[src/rtl/io_ctrl_pkg.sv]
// Shared constants and helpers for the memory-mapped I/O controller.
// Register addresses and bus widths used by io_ctrl_gen and its bench.
package io_ctrl_pkg;

  localparam int IO_DATA_W = 8;
  localparam int IO_ADDR_W = 5;

  typedef logic [IO_ADDR_W-1:0] io_addr_t;
  typedef logic [IO_DATA_W-1:0] io_data_t;

  localparam io_addr_t IO_ADDR_IN       = 5'd0;
  localparam io_addr_t IO_ADDR_LED      = 5'd1;
  localparam io_addr_t IO_ADDR_IRQ_STAT = 5'd2;
  localparam io_addr_t IO_ADDR_IRQ_MASK = 5'd3;
  localparam io_addr_t IO_ADDR_EDGE_SEL = 5'd4;
  localparam io_addr_t IO_ADDR_PWM      = 5'd5;

  function automatic io_data_t low_mask(input int n);
    return io_data_t'((1 << n) - 1);
  endfunction

endpackage

[src/rtl/io_debounce.sv]
// Two-flop synchroniser plus stability-counter debouncer for one input.
// rise/fall pulse in the cycle whose clock edge updates stable.
module io_debounce #(
  parameter int DEBOUNCE_CYCLES = 16
) (
  input  logic clk,
  input  logic reset_n,
  input  logic raw,
  output logic stable,
  output logic rise,
  output logic fall
);

  localparam int CW = $clog2(DEBOUNCE_CYCLES + 1);
  localparam logic [CW-1:0] LAST = CW'(DEBOUNCE_CYCLES - 1);

  logic meta_q, sync_q;
  logic stable_q, stable_d;
  logic [CW-1:0] cnt_q, cnt_d;
  logic flip;

  always_comb begin
    flip     = (sync_q != stable_q) && (cnt_q == LAST);
    stable_d = flip ? sync_q : stable_q;
    cnt_d    = cnt_q + 1'b1;
    if (sync_q == stable_q || flip) begin
      cnt_d = '0;
    end
  end

  always_ff @(posedge clk or negedge reset_n) begin
    if (!reset_n) begin
      meta_q   <= 1'b0;
      sync_q   <= 1'b0;
      stable_q <= 1'b0;
      cnt_q    <= '0;
    end else begin
      meta_q   <= raw;
      sync_q   <= meta_q;
      stable_q <= stable_d;
      cnt_q    <= cnt_d;
    end
  end

  assign stable = stable_q;
  assign rise   = flip & sync_q;
  assign fall   = flip & ~sync_q;

endmodule

[src/rtl/io_ctrl_gen.sv]
// Memory-mapped key/switch/LED controller with sticky edge interrupts.
// Optional LED PWM dimming enabled by defining IO_CTRL_GEN_PWM_EN.
module io_ctrl_gen
  import io_ctrl_pkg::*;
#(
  parameter int NUM_KEYS        = 4,
  parameter int NUM_SWITCHES    = 4,
  parameter int NUM_LEDS        = 4,
  parameter int DEBOUNCE_CYCLES = 16
) (
  input  logic                    clk,
  input  logic                    reset_n,
  input  logic [IO_ADDR_W-1:0]    readaddr,
  output logic [IO_DATA_W-1:0]    readdata,
  input  logic [IO_ADDR_W-1:0]    writeaddr,
  input  logic [IO_DATA_W-1:0]    writedata,
  input  logic                    write_en,
  output logic [7:0]              interrupts,
  input  logic [NUM_KEYS-1:0]     keys,
  input  logic [NUM_SWITCHES-1:0] switches,
  output logic [NUM_LEDS-1:0]     leds
);

  localparam int NUM_IN = NUM_KEYS + NUM_SWITCHES;
  localparam io_data_t IN_MASK  = low_mask(NUM_IN);
  localparam io_data_t LED_MASK = low_mask(NUM_LEDS);

  io_data_t stable, rise, fall;

  for (genvar i = 0; i < IO_DATA_W; i++) begin : g_in
    if (i < NUM_KEYS) begin : g_key
      io_debounce #(.DEBOUNCE_CYCLES(DEBOUNCE_CYCLES)) u_db (
        .clk    (clk),
        .reset_n(reset_n),
        .raw    (keys[i]),
        .stable (stable[i]),
        .rise   (rise[i]),
        .fall   (fall[i])
      );
    end else if (i < NUM_IN) begin : g_sw
      io_debounce #(.DEBOUNCE_CYCLES(DEBOUNCE_CYCLES)) u_db (
        .clk    (clk),
        .reset_n(reset_n),
        .raw    (switches[i-NUM_KEYS]),
        .stable (stable[i]),
        .rise   (rise[i]),
        .fall   (fall[i])
      );
    end else begin : g_pad
      assign stable[i] = 1'b0;
      assign rise[i]   = 1'b0;
      assign fall[i]   = 1'b0;
    end
  end

  io_data_t led_q, led_d;
  io_data_t stat_q, stat_d;
  io_data_t mask_q, mask_d;
  io_data_t esel_q, esel_d;
  io_data_t rd_q, rd_d;
  io_data_t pwm_rd;
  io_data_t clr;
  logic wr_led, wr_stat, wr_mask, wr_esel;

  always_comb begin
    wr_led  = write_en && (writeaddr == IO_ADDR_LED);
    wr_stat = write_en && (writeaddr == IO_ADDR_IRQ_STAT);
    wr_mask = write_en && (writeaddr == IO_ADDR_IRQ_MASK);
    wr_esel = write_en && (writeaddr == IO_ADDR_EDGE_SEL);
    led_d   = wr_led  ? (writedata & LED_MASK) : led_q;
    mask_d  = wr_mask ? (writedata & IN_MASK)  : mask_q;
    esel_d  = wr_esel ? (writedata & IN_MASK)  : esel_q;
    clr     = wr_stat ? writedata : '0;
    // a same-cycle event beats the W1C clear
    stat_d  = ((stat_q & ~clr) | rise | (fall & ~esel_q)) & IN_MASK;
    rd_d    = '0;
    unique case (1'b1)
      readaddr == IO_ADDR_IN:       rd_d = stable;
      readaddr == IO_ADDR_LED:      rd_d = led_q;
      readaddr == IO_ADDR_IRQ_STAT: rd_d = stat_q;
      readaddr == IO_ADDR_IRQ_MASK: rd_d = mask_q;
      readaddr == IO_ADDR_EDGE_SEL: rd_d = esel_q;
      readaddr == IO_ADDR_PWM:      rd_d = pwm_rd;
      default:                      rd_d = '0;
    endcase
  end

  always_ff @(posedge clk or negedge reset_n) begin
    if (!reset_n) begin
      led_q  <= '0;
      stat_q <= '0;
      mask_q <= '0;
      esel_q <= '0;
      rd_q   <= '0;
    end else begin
      led_q  <= led_d;
      stat_q <= stat_d;
      mask_q <= mask_d;
      esel_q <= esel_d;
      rd_q   <= rd_d;
    end
  end

`ifdef IO_CTRL_GEN_PWM_EN
  io_data_t duty_q, duty_d;
  io_data_t pcnt_q, pcnt_d;
  logic pwm_on;

  always_comb begin
    duty_d = (write_en && (writeaddr == IO_ADDR_PWM)) ? writedata : duty_q;
    pcnt_d = pcnt_q + 8'd1;
  end

  always_ff @(posedge clk or negedge reset_n) begin
    if (!reset_n) begin
      duty_q <= 8'hFF;
      pcnt_q <= '0;
    end else begin
      duty_q <= duty_d;
      pcnt_q <= pcnt_d;
    end
  end

  assign pwm_on = (duty_q == 8'hFF) | (pcnt_q < duty_q);
  assign pwm_rd = duty_q;
  assign leds   = led_q[NUM_LEDS-1:0] & {NUM_LEDS{pwm_on}};
`else
  assign pwm_rd = '0;
  assign leds   = led_q[NUM_LEDS-1:0];
`endif

  assign readdata   = rd_q;
  assign interrupts = {7'b0, |(stat_q & mask_q)};

endmodule

[config.mk]
export PLATFORM = sky130hd
export DESIGN_NAME = io_ctrl_gen
export DESIGN_NICKNAME = d
export VERILOG_FILES = /design/src/rtl/io_ctrl_pkg.sv /design/src/rtl/io_debounce.sv /design/src/rtl/io_ctrl_gen.sv
export SDC_FILE = /design/constraint.sdc
export NUM_CORES = 1
export LEC_CHECK = 0
export ABC_AREA = 0
export CELL_PAD_IN_SITES_DETAIL_PLACEMENT = 1
export CELL_PAD_IN_SITES_GLOBAL_PLACEMENT = 1
export CORE_MARGIN = 4
export CORE_UTILIZATION = 30
export CTS_BUF_LIST = sky130_fd_sc_hd__clkbuf_16
export DETAILED_ROUTE_END_ITERATION = 10
export MAX_ROUTING_LAYER = met4
export PLACE_DENSITY_LB_ADDON = 0.1
export SETUP_SLACK_MARGIN = 0.3
export SYNTH_ARGS = -nofsm -noshare
export SYNTH_HDL_FRONTEND = slang
export SYNTH_HIERARCHICAL = 1
export SYNTH_SLANG_ARGS = --single-unit
[constraint.sdc]
create_clock -name clk -period 2.5 [get_ports clk]
set_clock_uncertainty 0.15 [all_clocks]
set_input_delay 0.5 -clock clk [delete_from_list [all_inputs] [get_ports clk]]
set_output_delay 0.5 -clock clk [all_outputs]
set_load 0.03 [all_outputs]
# Yosys cells after proc, flatten, opt, wreduce, memory -nomap -nowiden
# Cells that the tools add are included.
# totals
ff_bits,100
input_bits,29
output_inout_bits,20
wordCells,140
# op_classes
n_addsub,8
eq_ne,32
n_mux,10
bitwise,31
reduce_logical,22
# ops
operator,count
"adder 5 x 1 -> 5 bit, second input constant",8
"equality test 5 x 4 -> 1 bit, second input constant",8
2-to-1 mux 5 bit,8
one-hot mux 8 bit (5 select lines),1
bitwise AND 8 bit,3
"equality test 5 x 2 -> 1 bit, second input constant",4
bitwise AND 1 bit,16
NOT 8 bit,2
OR 8 bit,2
logical AND 1 bit,12
"equality test 5 x 1 -> 1 bit, second input constant",2
"equality test 5 x 3 -> 1 bit, second input constant",2
equality test 1 bit,8
logical OR 1 bit,8
2-to-1 mux 8 bit,1
!= test 1 bit,8
NOT 1 bit,8
OR reduction 8 bit,1
zero test 5 bit,1

# Depth between registers and ports, before layout
# depth
depth_word,7
depth_mapped,7
ltp_nobuf,7

# Cells and area by module
# Netlist, hierarchy kept.
# by_module_without_submodules
module,n_inst,cells_each,area_each_um2,seq_area_each_um2
io_debounce,8,28,345.3,200.2
io_ctrl_gen,1,147,1779.2,900.9

# Worst setup path after synthesis
# OpenSTA, ideal clock, no wires.
# synth_path
kind,reg2reg
from,register g_in[0].g_key.u_db.cnt_q[0]
to,register stat_q[0]
setup_time_ps,124
t_arrival_ps,1460
required_ps,2226
slack_ps,766
stages_incl_launch_ff,8
path_buffers,0
period_less_slack_ps,1734
path_cell_list,dfrtp_1 -> ha_1 -> and3_1 -> ha_1 -> nor3b_1 -> inv_1 -> o22ai_1 -> a211o_1
# synth_via
elab_chain_cells,5
word_cells_on_any_way,7
classes_between,eq/ne: 1; bitwise: 5; reduce/logical: 1
# synth_rtl
item,line_no,source
"start, declared",io_debounce.sv:19,"logic [CW-1:0] cnt_q, cnt_d;"
"start signal, assigned",io_debounce.sv:41,cnt_q <= cnt_d;
equality test 5 x 4 -> 1 bit,io_debounce.sv:23,flip = (sync_q != stable_q) && (cnt_q == LAST);
logical AND 1 bit,io_debounce.sv:23,
bitwise AND 1 bit,io_debounce.sv:47,assign fall = flip & ~sync_q;
named net fall[0],io_ctrl_gen.sv:28,"io_data_t stable, rise, fall;"
bitwise AND 8 bit,io_ctrl_gen.sv:75,stat_d = ((stat_q & ~clr) | rise | (fall & ~esel_q)) & IN_MASK;
OR 8 bit,io_ctrl_gen.sv:75,
named net stat_d[0],io_ctrl_gen.sv:57,"io_data_t stat_q, stat_d;"
"end signal, assigned",io_ctrl_gen.sv:97,stat_q <= stat_d;
"end, declared",io_ctrl_gen.sv:57,
# The timed path passes the listed nets, and every way through them passes these cells.
# A chain may end at the register's enable or synchronous reset.

# Worst setup path in the final report
# layout_path
from,register led_q[3]
to,output leds[3]
# layout_rtl
item,line_no,source
"start, declared",io_ctrl_gen.sv:56,"io_data_t led_q, led_d;"
"start signal, assigned",io_ctrl_gen.sv:96,led_q <= led_d;
"end, declared",io_ctrl_gen.sv:21,output logic [NUM_LEDS-1:0] leds
# No word-level cell between the ends.

==> results.yml <==
timing:
  finalHoldViolCount: 0
  setup_violations: 0
  worst_pin_slew_ns: 0.517
  fin_crit_ns: 2.06
  fmax_ghz: 0.484
  drv_slew: 0
  relSlewSlack_pct: 65.3
  period_share_pct: 82.6
  rsz0062_at_grt: "no"
  holdWs_ns: 0.201
  setup-tns-final_ns: 0
  fin_ws_ns: 0.436
critical_path:
  startpoint_type: "flip-flop"
  crit_path_start: "led_q[3]"
  path_buf_inv: 1
  cp_slowest_cell: "clkdlybuf4s50_1"
  path_cells: "clkdlybuf4s50_1"
  cp.required_ns: 1.85
  r2r_start: "g_in[5].g_sw.u_db/cnt_q[0]"
  cp_max_fo: 3
  critPathKind: "flip-flop to primary output"
  cp.depth: 1
  worstPathArrival_ns: 1.41
  worst-r2r-cell-count: 7
  crit-reg2reg-capture: "stat_q[5]"
  crit_path_end_kind: "primary output"
  r2r_setup_slack_ns: 0.63
  slowest_delay_ns: 0.69
  crit_end: "leds[3]"
  crit_family: "buffers and inverters"
logic_synthesis:
  synthTopCellsByCount: "100 x dfrtp_1, 33 x inv_1, 25 x nor3_1"
  synthCells: 371
  synth_area_leaders: "dfrtp_1 55%, ha_1 6.6%, mux2_2 5.0%"
  yosysWarnings: 6
  avgSynthCellArea_um2: 12.2
  netlist_area_um2: 4540
  synthFlopType: "dfrtp_1"
  yosys_register_bits: 100
  yosys.area.top_type: "dfrtp_1"
  ys_seq_area_share_pct: 55.1
  synth_top_area_share_pct: 55.1
  synthDistinctLibCells: 35
  synthArstFlopShare_pct: 100
  synth-edff-count: 0
  synth.most_common_cell: "dfrtp_1"
worst_hold_path:
  hold_start: "g_in[3].g_key.u_db/meta_q"
  hp-class: "flip-flop to flip-flop"
pwr:
  p_sw_share_pct: 24.4
  seq_power_share_pct: 49.1
  finalPower_mw: 3.71
  p_leak_nw: 2.44
  vdd_drop_max_mv: 0.324
  p_switching_mw: 0.905
  p_int_mw: 2.81
  clockPowerShare_pct: 40.2
  cellPowerDensity_nw_per_um2: 671
  pwr-share-comb_pct: 10.7
clock_network:
  clkSinkCount: 100
  clk_latency_ns: 0.35
  numCtsBuffers: 9
  tritoncts: "built"
  path_clk_slew_ns: 0.07
  cts_root_buffer: "clkbuf_16"
  htree_levels: 3
  cts.path.max_buffers: 2
global_routing:
  gr-total-overflow: 0
  grt_pass1_wl_um: 16100
  grt_pass1_vias: 3187
  antenna_found_initial: 0
  grt_max_degree: 43
  grtUsageTotal_pct: 12.6
placed_design:
  placed_cell_area_um2: 5210
  numPortBuffers: 41
  gp_congestion: 0.736
  pre_cts_ws_ns: 0.198
  placedCellCount: 600
  dp_hpwl_um: 7130
status:
  outcome: "complete, no violations"
finish:
  design_area_um2: 5530
  utilization_pct: 37.6
  drive_gt1_share_pct: 13.6
  stdcell_count: 617
  fin_nets: 481
  synthToLayoutAreaGrowth_pct: 21.8
  antenna-diode-count: 0
drt:
  remaining_drc_errors: 0
  dr.pass1.iters: 4
  drtIter0Drc: 71
  vias_per_cell: 4.80
  ant_nets: 0
  routed-via-count: 2960
  wirelength_um: 9590
  post_drt_wl_per_cell_um: 15.5
die:
  io_pins: 49
  start_util_pct: 30.9
  dieArea_um2: 17200
  core_area_um2: 14700
  die_w_um: 131
  rows: 44
  fp.dieH_um: 131
run:
  drv_cap: 0
power groups by stage:
stage                     clock network [mW]  logic [mW]  registers, mW
final                                   1.49       0.398           1.82
after global routing                    1.63       0.442           1.84
after CTS                               1.56       0.411           1.82
after detailed placement                   0       0.410           1.86
after global placement                     0       0.402           1.85
after floorplan                            0       0.210           1.86
sequential cells by signal, indices dropped and copies added (netlist names):
| register | count |
|---|---|
| esel_q | 8 |
| g_in.g_key.u_db/sync_q | 4 |
| g_in.g_sw.u_db/cnt_q | 20 |
| g_in.g_key.u_db/meta_q | 4 |
| g_in.g_sw.u_db/sync_q | 4 |
| g_in.g_key.u_db/stable | 4 |
| stat_q | 8 |
| readdata | 8 |
| g_in.g_key.u_db/cnt_q | 20 |
| led_q | 4 |
| g_in.g_sw.u_db/meta_q | 4 |
| mask_q | 8 |
| g_in.g_sw.u_db/stable | 4 |
worst min-delay path by stage:
stage,endpoint,slack [ns],cells past startpoint
after floorplan,esel_q[0],0.05,0
after global placement,g_in[3].g_key.u_db/sync_q,0.18,0
after detailed placement,g_in[5].g_sw.u_db/sync_q,0.19,0
after CTS,g_in[5].g_sw.u_db/sync_q,0.20,0
after global routing,g_in[6].g_sw.u_db/sync_q,0.21,0
final,g_in[3].g_key.u_db/sync_q,0.20,0
final cells by class:
cell class | instances | area, um^2
Sequential cell | 100 | 2500
Inverter | 33 | 124
Clock buffer | 9 | 225
Clock inverter | 7 | 92.6
Fill cell | 1569 | 9170
Tap cell | 184 | 230
Timing Repair Buffer | 51 | 505
Multi-Input combinational cell | 233 | 1850
cells in the final DEF (no fill, tap or decap), types with 9 or more instances in the layout:
cell type        Yosys  layout
and3_1               9       9
clkbuf_16            0       9
clkdlybuf4s50_1      0      39
dfrtp_1            100     100
ha_1                24      24
inv_1               33      34
mux2_2              20      20
mux2i_1             12      12
nor2_1              12      12
nor3_1              25      25
nor3b_1             16      16
o22ai_1             12      12
xnor2_1             16      16
logic make-up after synthesis:
| logic type | Yosys count | synth area share [%] |
|---|---|---|
| flip-flops | 100 | 55.1 |
| AND/OR/NAND/NOR | 98 | 14.5 |
| AO/OA/AOI/OAI | 56 | 8.49 |
| buffers and inverters | 44 | 4.57 |
| multiplexers | 32 | 7.60 |
| adder cells (fa/ha/maj) | 24 | 6.61 |
| XOR/XNOR | 16 | 3.09 |
| other | 1 | 0.0826 |
layer usage:
metal	GRT usage, %	routed length [um]
met3	4.23	346
met2	20.2	4750
met1	15.3	4390
met4	3.45	107
met5	-	0
what timing repair did:
item / in CTS / in global routing
setup buffers: 0 / 0
endpoints found under the setup margin: 1 / 1
endpoints found under the hold margin: 20 / 0
hold buffers: 1 / 0
gates resized for setup: 3 / 2
(Power assumes the default switching activity.)
